**config.mk**
```make
export PLATFORM = sky130hd
export DESIGN_NAME = addsub_pipe
export DESIGN_NICKNAME = d
export VERILOG_FILES = /design/src/rtl/addsub_pkg.sv /design/src/rtl/addsub_slice.sv /design/src/rtl/addsub_pipe.sv
export SDC_FILE = /design/constraint.sdc
export NUM_CORES = 1
export LEC_CHECK = 0
export CAP_MARGIN = 25
export CORE_UTILIZATION = 40
export CTS_BUF_LIST = sky130_fd_sc_hd__clkbuf_2
export CTS_CLUSTER_DIAMETER = 100
export DETAILED_ROUTE_END_ITERATION = 7
export MAX_ROUTING_LAYER = met4
export PLACE_DENSITY_LB_ADDON = 0.08
export REMOVE_ABC_BUFFERS = 1
export SETUP_SLACK_MARGIN = 0.02
export SYNTH_ARGS = -nofsm -noshare
export SYNTH_HDL_FRONTEND = slang
export SYNTH_HIERARCHICAL = 1
export SYNTH_SLANG_ARGS = --single-unit
```
**constraint.sdc**
```tcl
create_clock -name clk -period 2.76 [get_ports clk]
set_input_delay 0.552 -clock clk [delete_from_list [all_inputs] [get_ports clk]]
set_output_delay 0.552 -clock clk [all_outputs]
set_load 0.03 [all_outputs]
```
**src/rtl/addsub_pkg.sv**
```systemverilog
// Shared constants and helpers for the pipelined add/subtract unit.
package addsub_pkg;

  localparam logic OP_ADD = 1'b0;
  localparam logic OP_SUB = 1'b1;

  localparam int unsigned SAT_W = 64;

  // Saturation value for a beat, right-aligned in SAT_W bits; the caller truncates to its width.
  function automatic logic [SAT_W-1:0] sat_value(input logic sgn, input logic op,
                                                 input logic a_msb, input int unsigned width);
    logic [SAT_W-1:0] ones;
    ones = {SAT_W{1'b1}} >> (SAT_W - width);
    if (sgn) begin
      sat_value = a_msb ? (ones ^ (ones >> 1)) : (ones >> 1);
    end else begin
      sat_value = (op == OP_SUB) ? '0 : ones;
    end
  endfunction

endpackage

```
**src/rtl/addsub_slice.sv**
```systemverilog
// Combinational SW-bit adder slice with carry-in and carry-out.
module addsub_slice #(
  parameter int unsigned SW = 8
) (
  input  logic [SW-1:0] i_a,
  input  logic [SW-1:0] i_b,
  input  logic          i_cin,
  output logic [SW-1:0] o_sum,
  output logic          o_cout
);

  assign {o_cout, o_sum} = {1'b0, i_a} + {1'b0, i_b} + {{SW{1'b0}}, i_cin};

endmodule

```
**src/rtl/addsub_pipe.sv**
```systemverilog
// Pipelined two's-complement add/subtract with per-beat op, overflow rules,
// optional saturation and a sticky overflow flag; one carry slice per stage.
module addsub_pipe
  import addsub_pkg::*;
#(
  parameter int unsigned WIDTH  = 16,
  parameter int unsigned STAGES = 2
) (
  input  logic             clk,
  input  logic             rst_n,
  input  logic             in_valid,
  output logic             in_ready,
  input  logic [WIDTH-1:0] in_a,
  input  logic [WIDTH-1:0] in_b,
  input  logic             in_op,
  input  logic             in_signed,
  input  logic             in_sat,
  output logic             out_valid,
  input  logic             out_ready,
  output logic [WIDTH-1:0] out_result,
  output logic             out_carry,
  output logic             out_ovf,
  output logic             ovf_sticky,
  input  logic             sticky_clr
);

  localparam int unsigned SW   = WIDTH / STAGES;
  localparam int unsigned LAST = STAGES - 1;
  localparam logic [WIDTH-1:0] SLICE_MASK = WIDTH'({SW{1'b1}});

  logic w_en;
  logic w_acc;

  // Stage-k operands as seen by slice k (inputs for k=0, else stage k-1 registers)
  logic             w_s_vld  [STAGES];
  logic             w_s_op   [STAGES];
  logic             w_s_sgn  [STAGES];
  logic             w_s_sat  [STAGES];
  logic             w_s_amsb [STAGES];
  logic             w_s_bmsb [STAGES];
  logic             w_s_cin  [STAGES];
  logic [WIDTH-1:0] w_s_a    [STAGES];
  logic [WIDTH-1:0] w_s_b    [STAGES];
  logic [WIDTH-1:0] w_s_sum  [STAGES];
  logic [WIDTH-1:0] w_o_sum  [STAGES];
  logic [SW-1:0]    w_sl_sum [STAGES];
  logic             w_sl_cout[STAGES];

  logic             r_vld  [STAGES];
  logic             r_op   [STAGES];
  logic             r_sgn  [STAGES];
  logic             r_sat  [STAGES];
  logic             r_amsb [STAGES];
  logic             r_bmsb [STAGES];
  logic             r_c    [STAGES];
  logic [WIDTH-1:0] r_a    [STAGES];
  logic [WIDTH-1:0] r_b    [STAGES];
  logic [WIDTH-1:0] r_sum  [STAGES];

  logic             r_out_valid;
  logic [WIDTH-1:0] r_out_result;
  logic             r_out_carry;
  logic             r_out_ovf;
  logic             r_ovf_sticky;

  assign w_en  = !(r_out_valid && !out_ready);
  assign w_acc = in_valid && w_en;

  for (genvar k = 0; k < STAGES; k++) begin : g_stage
    localparam int unsigned LO = k * SW;
    if (k == 0) begin : g_src_in
      assign w_s_vld[k]  = w_acc;
      assign w_s_op[k]   = in_op;
      assign w_s_sgn[k]  = in_signed;
      assign w_s_sat[k]  = in_sat;
      assign w_s_amsb[k] = in_a[WIDTH-1];
      assign w_s_bmsb[k] = in_b[WIDTH-1];
      assign w_s_cin[k]  = in_op;
      assign w_s_a[k]    = in_a;
      assign w_s_b[k]    = (in_op == OP_SUB) ? ~in_b : in_b;
      assign w_s_sum[k]  = '0;
    end else begin : g_src_reg
      assign w_s_vld[k]  = r_vld[k-1];
      assign w_s_op[k]   = r_op[k-1];
      assign w_s_sgn[k]  = r_sgn[k-1];
      assign w_s_sat[k]  = r_sat[k-1];
      assign w_s_amsb[k] = r_amsb[k-1];
      assign w_s_bmsb[k] = r_bmsb[k-1];
      assign w_s_cin[k]  = r_c[k-1];
      assign w_s_a[k]    = r_a[k-1];
      assign w_s_b[k]    = r_b[k-1];
      assign w_s_sum[k]  = r_sum[k-1];
    end

    addsub_slice #(.SW(SW)) u_slice (
      .i_a   (w_s_a[k][LO +: SW]),
      .i_b   (w_s_b[k][LO +: SW]),
      .i_cin (w_s_cin[k]),
      .o_sum (w_sl_sum[k]),
      .o_cout(w_sl_cout[k])
    );

    assign w_o_sum[k] = (w_s_sum[k] & ~(SLICE_MASK << LO)) | (WIDTH'(w_sl_sum[k]) << LO);
  end

  // A single-stage pipe has no intermediate registers to feed
  if (STAGES == 1) begin : g_no_mid
    logic w_unused_mid;
    assign w_unused_mid = ^{r_vld[0], r_op[0], r_sgn[0], r_sat[0], r_amsb[0], r_bmsb[0],
                            r_c[0], r_a[0], r_b[0], r_sum[0]};
  end

  // Intermediate pipeline registers: operands, partial sum and slice carry
  always_ff @(posedge clk or negedge rst_n) begin : p_pipe
    if (!rst_n) begin
      for (int k = 0; k < STAGES; k++) begin
        r_vld[k]  <= 1'b0;
        r_op[k]   <= 1'b0;
        r_sgn[k]  <= 1'b0;
        r_sat[k]  <= 1'b0;
        r_amsb[k] <= 1'b0;
        r_bmsb[k] <= 1'b0;
        r_c[k]    <= 1'b0;
        r_a[k]    <= '0;
        r_b[k]    <= '0;
        r_sum[k]  <= '0;
      end
    end else if (w_en) begin
      for (int k = 0; k < int'(LAST); k++) begin
        r_vld[k]  <= w_s_vld[k];
        r_op[k]   <= w_s_op[k];
        r_sgn[k]  <= w_s_sgn[k];
        r_sat[k]  <= w_s_sat[k];
        r_amsb[k] <= w_s_amsb[k];
        r_bmsb[k] <= w_s_bmsb[k];
        r_c[k]    <= w_sl_cout[k];
        r_a[k]    <= w_s_a[k];
        r_b[k]    <= w_s_b[k];
        r_sum[k]  <= w_o_sum[k];
      end
    end
  end

  logic             w_c;
  logic             w_carry;
  logic             w_sovf;
  logic             w_ovf;
  logic [WIDTH-1:0] w_res;
  logic [WIDTH-1:0] w_final;

  // Final-stage flags; carry/ovf always describe the raw result
  assign w_c     = w_sl_cout[LAST];
  assign w_res   = w_o_sum[LAST];
  assign w_carry = (w_s_op[LAST] == OP_SUB) ? ~w_c : w_c;
  assign w_sovf  = (w_s_op[LAST] == OP_ADD)
                 ? ((w_s_amsb[LAST] == w_s_bmsb[LAST]) && (w_res[WIDTH-1] != w_s_amsb[LAST]))
                 : ((w_s_amsb[LAST] != w_s_bmsb[LAST]) && (w_res[WIDTH-1] != w_s_amsb[LAST]));
  assign w_ovf   = w_s_sgn[LAST] ? w_sovf : w_carry;
  assign w_final = (w_s_sat[LAST] && w_ovf)
                 ? WIDTH'(sat_value(w_s_sgn[LAST], w_s_op[LAST], w_s_amsb[LAST], WIDTH))
                 : w_res;

  always_ff @(posedge clk or negedge rst_n) begin : p_out
    if (!rst_n) begin
      r_out_valid  <= 1'b0;
      r_out_result <= '0;
      r_out_carry  <= 1'b0;
      r_out_ovf    <= 1'b0;
    end else if (w_en) begin
      r_out_valid  <= w_s_vld[LAST];
      r_out_result <= w_final;
      r_out_carry  <= w_carry;
      r_out_ovf    <= w_ovf;
    end
  end

  // Set has priority over clear
  always_ff @(posedge clk or negedge rst_n) begin : p_sticky
    if (!rst_n) begin
      r_ovf_sticky <= 1'b0;
    end else if (r_out_valid && out_ready && r_out_ovf) begin
      r_ovf_sticky <= 1'b1;
    end else if (sticky_clr) begin
      r_ovf_sticky <= 1'b0;
    end
  end

  assign in_ready   = w_en;
  assign out_valid  = r_out_valid;
  assign out_result = r_out_result;
  assign out_carry  = r_out_carry;
  assign out_ovf    = r_out_ovf;
  assign ovf_sticky = r_ovf_sticky;

endmodule
```
==> Word-level counts from Yosys, hierarchy flattened <==
Cells that the tools add are included.
Widths: inputs -> output; s select.
{ "totals": {"ff_bits": 67, "output_inout_bits": 21} }
{ "op_classes": {"addsub": 4, "n_reduce_logical": 10, "n_mux": 10, "bitwise": 3, "n_eq_ne": 3} }
{ "op_table": {"columns": ["op", "n"], "rows": [
  ["$mux 16", 5],
  ["$add 8x8->9", 2],
  ["$add 9x1->9", 2],
  ["$not 16->16", 1],
  ["$or 8x16->16", 1],
  ["$logic_and 1x1->1", 7],
  ["$mux 1", 5],
  ["$logic_not 1->1", 2],
  ["$ne 1x1->1", 2],
  ["$reduce_bool 2->1", 1],
  ["$eq 1x1->1", 1],
  ["$not 1->1", 1]
]} }

==> Logic depth before layout (Yosys ltp) <==
{ "depth": {"word_depth": 9, "depth_mapped": 11, "ltp_nobuf": 10} }

==> Modules after synthesis <==
Netlist, hierarchy kept.
{ "modules_own_cells": {"columns": ["module", "area_per_inst_um2", "n_inst", "cells_each", "seq_area_each_um2"], "rows": [
  ["addsub_pipe", 2308.5, 1, 240, 1251.2],
  ["addsub_slice", 331.6, 2, 42, 0.0]
]} }

==> Worst setup path before layout <==
No wires, ideal clock.
{ "synth_timing": {"path_kind": "reg-to-reg", "startpoint": "reg r_a[24] (netlist bit)", "endpoint": "reg r_out_result[15] (netlist: out_result[15])", "setup_ps": 126, "path_buffers": 1, "synth_period_minus_slack_ps": 2751, "path_stages_with_launch": 12, "path_slack_ps": 9, "t_arrival_ps": 2625, "path_cell_list": "dfrtp_1 -> fa_1 -> fa_1 -> a21oi_1 -> nor2_1 -> nor2_1 -> o21ai_0 -> xnor2_2 -> buf_2 -> nor2_1 -> a211oi_1 -> o21ai_1"} }
{ "synth_via": {"word_cells_on_any_way": 12, "classes_between": "2 x add/sub; 1 x eq/ne; 4 x mux; 2 x bitwise; 3 x reduce/logical"} }
{ "synth_lines": {"columns": ["element", "line", "text"], "rows": [
  ["from (decl)", "addsub_pipe.sv:56", "logic [WIDTH-1:0] r_a [STAGES];"],
  ["from (signal, indexed assignment)", "addsub_pipe.sv:137", "r_a[k] <= w_s_a[k];"],
  ["$add 8x8->9 *", "addsub_slice.sv:12", "assign {o_cout, o_sum} = {1'b0, i_a} + {1'b0, i_b} + {{SW{1'b0}}, i_cin};"],
  ["$add 9x1->9 *", "addsub_slice.sv:12", null],
  ["named net w_c", "addsub_pipe.sv:144", "logic w_c;"],
  ["$not 1->1", "addsub_pipe.sv:154", "assign w_carry = (w_s_op[LAST] == OP_SUB) ? ~w_c : w_c;"],
  ["$mux 1 *", "addsub_pipe.sv:154", null],
  ["$mux 1 *", "addsub_pipe.sv:158", "assign w_ovf = w_s_sgn[LAST] ? w_sovf : w_carry;"],
  ["$logic_and 1x1->1 *", "addsub_pipe.sv:159", "assign w_final = (w_s_sat[LAST] && w_ovf)"],
  ["$mux 16 *", "addsub_pipe.sv:160", "? WIDTH'(sat_value(w_s_sgn[LAST], w_s_op[LAST], w_s_amsb[LAST], WIDTH))"],
  ["to (signal assigned)", "addsub_pipe.sv:171", "r_out_result <= w_final;"],
  ["to (decl)", "addsub_pipe.sv:61", "logic [WIDTH-1:0] r_out_result;"]
]} }
Mark *: on every way through the listed nets, which the timed path passes. The rest lies on a longest branch.
A chain may end at the register's enable or synchronous reset.

==> Final worst setup path <==
{ "layout_timing": {"startpoint": "reg r_a[24] (netlist bit)", "endpoint": "reg r_out_result[5] (netlist: out_result[5])"} }
Same word-level chain as after synthesis.

==> run summary <==
### Cells and area
- **number of filler instances in the final layout** 692
- **final-stage net count** 455
- **fraction of layout instances using a drive strength above 1** 11.56%
- **share of the core filled with cells in the final layout** 54.20%
- **count of inserted antenna diode cells** 0
- **layout-stage area growth over the synthesis result** 31.58%
- **non-filler cells, final** 497

### CTS
- **clock latency reported for the late side of the worst-skew pair** 430 ps
- **clock tree from TritonCTS** built
- **total clock sinks** 50
- **CTS HTree Levels** 2
- **clock transition at the registers of the reported paths** 260 ps
- **clock buffers created by TritonCTS** 5
- **number of buffers between clock root and the deepest sink** 2
- **clk root buf** clkbuf_2
- **number of hold-repair buffers added at the cts stage** 0

### Global routing
- **aggregate global routing overflow** 0
- **number of global-route vias before repair** 2402
- **combined global-route utilization of all metal layers** 18.88%
- **initial antenna violation count** 0
- **pin count of the biggest net entering global routing** 51
- **first-pass GRT wire length** 11.01 mm

### Logic synthesis
- **Mapped Avg Cell Area** 9.172 µm²
- **fraction of post-synthesis cell area in the top cell type by area** 42.11%
- **number of enable flip-flop cells after synthesis** 0
- **Ys Warns** 6
- **cell type contributing the most total cell area after synthesis** dfrtp_1
- **most numerous cell in the Yosys netlist** nand2_1
- **post-synthesis instance area** 0.002972 mm²
- **Cell variety after synth** 38
- **leading cell types by total area after synthesis** dfrtp_1 (42%), nand2_1 (10%), ha_1 (5.9%), o21ai_0 (5.4%), o22a_1 (4.4%)
- **portion of the post-synthesis area used by sequential elements** 42.11%
- **FF+latch count, synth** 50
- **Post-Synthesis Cells** 324
- **most common flop cell mapped by yosys** dfrtp_1
- **Synth async-reset ratio** 100.0%
- **most numerous cell types in the synthesized netlist** nand2_1 (79), dfrtp_1 (50), o21ai_0 (32), a21oi_1 (26), o22a_1 (15)

### STA
- **Max Clock Skew** 16.00 ps
- **setup TNS** 0 ps
- **achievable clock frequency** 376.5 MHz
- **Final Max Tran Viols** 0
- **final count of hold timing violations** 0
- **final clock period utilization by the worst path** 96.23%
- **endpoints failing setup** 0
- **Tightest Pin Transition** 624.1 ps
- **unrepaired setup endpoints after global routing** true
- **Hold Worst Slack** 151.3 ps
- **crit path setup slack, layout** 104.2 ps
- **Period minus WS final** 2656 ps
- **worst rel slew slack** 58.39%

### Die
- **row count** 31
- **Die X-Extent** 88.19 µm
- **initial cell density of the core** 41.19%
- **# IOs** 61
- **area of the die** 0.007777 mm²
- **die boundary height** 88.19 µm
- **Core Area** 0.007214 mm²

### Setup path
- **crit path capture type** flop
- **slack of the worst reg-to-reg path** 100 ps
- **FF-to-FF Start** r_a[24]$_DFFE_PN0N_
- **Critical Path Fanout Max** 15
- **cells on worst reg2reg path** 11
- **critical path class** reg2reg
- **worst flop-to-flop path endpoint** out_result[5]$_DFFE_PN0N_
- **crit path to** out_result[5]$_DFFE_PN0N_
- **critical path data arrival time** 3000 ps
- **crit start category** flop
- **launching element of the worst setup path** r_a[24]$_DFFE_PN0N_
- **critical path data required time** 3110 ps

### Detailed routing
- **ratio of routed vias to standard cells** 4.948
- **initial drt markers** 113
- **detailed-route DRC error count** 0
- **routed wirelength normalized by instance count** 13.21 µm
- **Detailed Routing Iterations Pass 1** 4
- **number of vias after detailed routing** 2459
- **antenna-violating nets left** 0
- **final WL** 6.567 mm

### Place
- **placed cell count** 486
- **HPWL after detailed placement** 4.624 mm
- **Buffers on Ports** 60
- **final weighted congestion in routability-driven placement** 0.7778
- **worst slack at placement** -175.0 ps

### Job
- **max-cap violations** 0

### Outcome
- **outcome** finished clean

### Hold path
- **min-delay worst type** in2async

### Power
- **reported leakage power** 1.731 nW
- **ratio of total power to cell area** 803.4 mW/mm²
- **maximum vdd drop** 0.4471 mV

==> metal layers <==
| metal | global-route usage, % | part of all wire, % |
|---|---|---|
| met5 | - | 0 |
| met4 | 4.399 | 1.1 |
| met3 | 3.393 | 3.7 |
| met2 | 30.35 | 47 |
| met1 | 24.76 | 49 |
==> registers in the layout, indices dropped and copies added, names as in the netlist, 7 cells and up <==
| name | count |
|---|---|
| r_b | 8 |
| r_a | 7 |
| out_result | 16 |
| r_sum | 8 |
==> worst max-delay path, cell delays in order, from the launching register on <==
cell and delay, ps:
dfrtp_1 460, fa_2 420, fa_2 370, a21oi_2 160, nor2_1 70, nor2_2 130
o21ai_2 110, buf_4 150, a211oi_4 240, o31ai_4 110, buf_12 180, o22a_1 170
==> cell type report <==
cell class | instances | area [µm²] | share of cell area, %
Multi-Input combinational cell | 248 | 1635 | 41.82
Clock buffer | 5 | 25.02 | 0.6400
Clock inverter | 3 | 63.81 | 1.632
Tap cell | 99 | 123.9 | 3.168
Timing Repair Buffer | 82 | 773.2 | 19.78
Sequential cell | 50 | 1251 | 32.00
Inverter | 10 | 37.54 | 0.9600
==> worst min path at each step <==
stage                                     start                     to  slack, ps  depth (start not counted)
final                                     rst_n    r_a[29]$_DFFE_PN0N_        150                          2
after global routing                      rst_n    r_b[26]$_DFFE_PN0N_        190                          2
after CTS                                 rst_n    r_a[28]$_DFFE_PN0N_        180                          2
after detailed placement  r_sum[17]$_DFFE_PN0N_  r_sum[17]$_DFFE_PN0N_        450                          2
after global placement     r_vld[1]$_DFFE_PN0N_  out_valid$_DFFE_PN0N_        440                          1
after floorplan                           rst_n  out_carry$_DFFE_PN0N_        260                          0
==> power by group <==
group	internal [mW]	switching, mW	total [mW]
Sequential	0.937	0.138	1.07
Combinational	0.731	0.856	1.59
Clock	0.241	0.239	0.480
Total	1.91	1.23	3.14
==> metrics by stage <==
| stage | area (µm²) | power, mW |
|---|---|---|
| global route | 3910 | 3.361 |
| detailed placement | 3754 | 2.630 |
| finish | 3910 | 3.141 |
| CTS | 3885 | 3.154 |
| floorplan | 2889 | 2.018 |
| global placement | 3754 | 2.609 |
==> cell usage in the layout, fill, tap and decap left out, types with 4 or more instances in the layout <==
| cell type | n |
|---|---|
| xnor2_1 | 12 |
| nand2_1 | 79 |
| clkdlybuf4s50_1 | 59 |
| o22a_1 | 15 |
| nor2_1 | 6 |
| xor2_1 | 12 |
| nor3_1 | 4 |
| a21o_1 | 4 |
| dfrtp_1 | 50 |
| nand3_1 | 5 |
| buf_4 | 21 |
| nand2b_1 | 4 |
| o21ai_0 | 31 |
| nor2b_1 | 5 |
| a311o_1 | 4 |
| ha_1 | 14 |
| clkbuf_2 | 5 |
| a21oi_1 | 24 |
| inv_1 | 7 |
==> cells by family after synthesis <==
group,Yosys count,synth area share [%]
compound gates,92,20.00
flops,50,42.11
xor+xnor,26,8.169
mux,3,1.432
simple gates,109,15.66
buf+inv,26,4.042
fa+ha+maj,18,8.590
==> timing repair <==
action / in CTS / in global routing
pin swaps: 1 / 3
setup endpoints to repair: 16 / 17
resized for setup: 7 / 3
setup buffers: 1 / 2
hold endpoints to repair: 0 / 0
(Power assumes the default switching activity.)
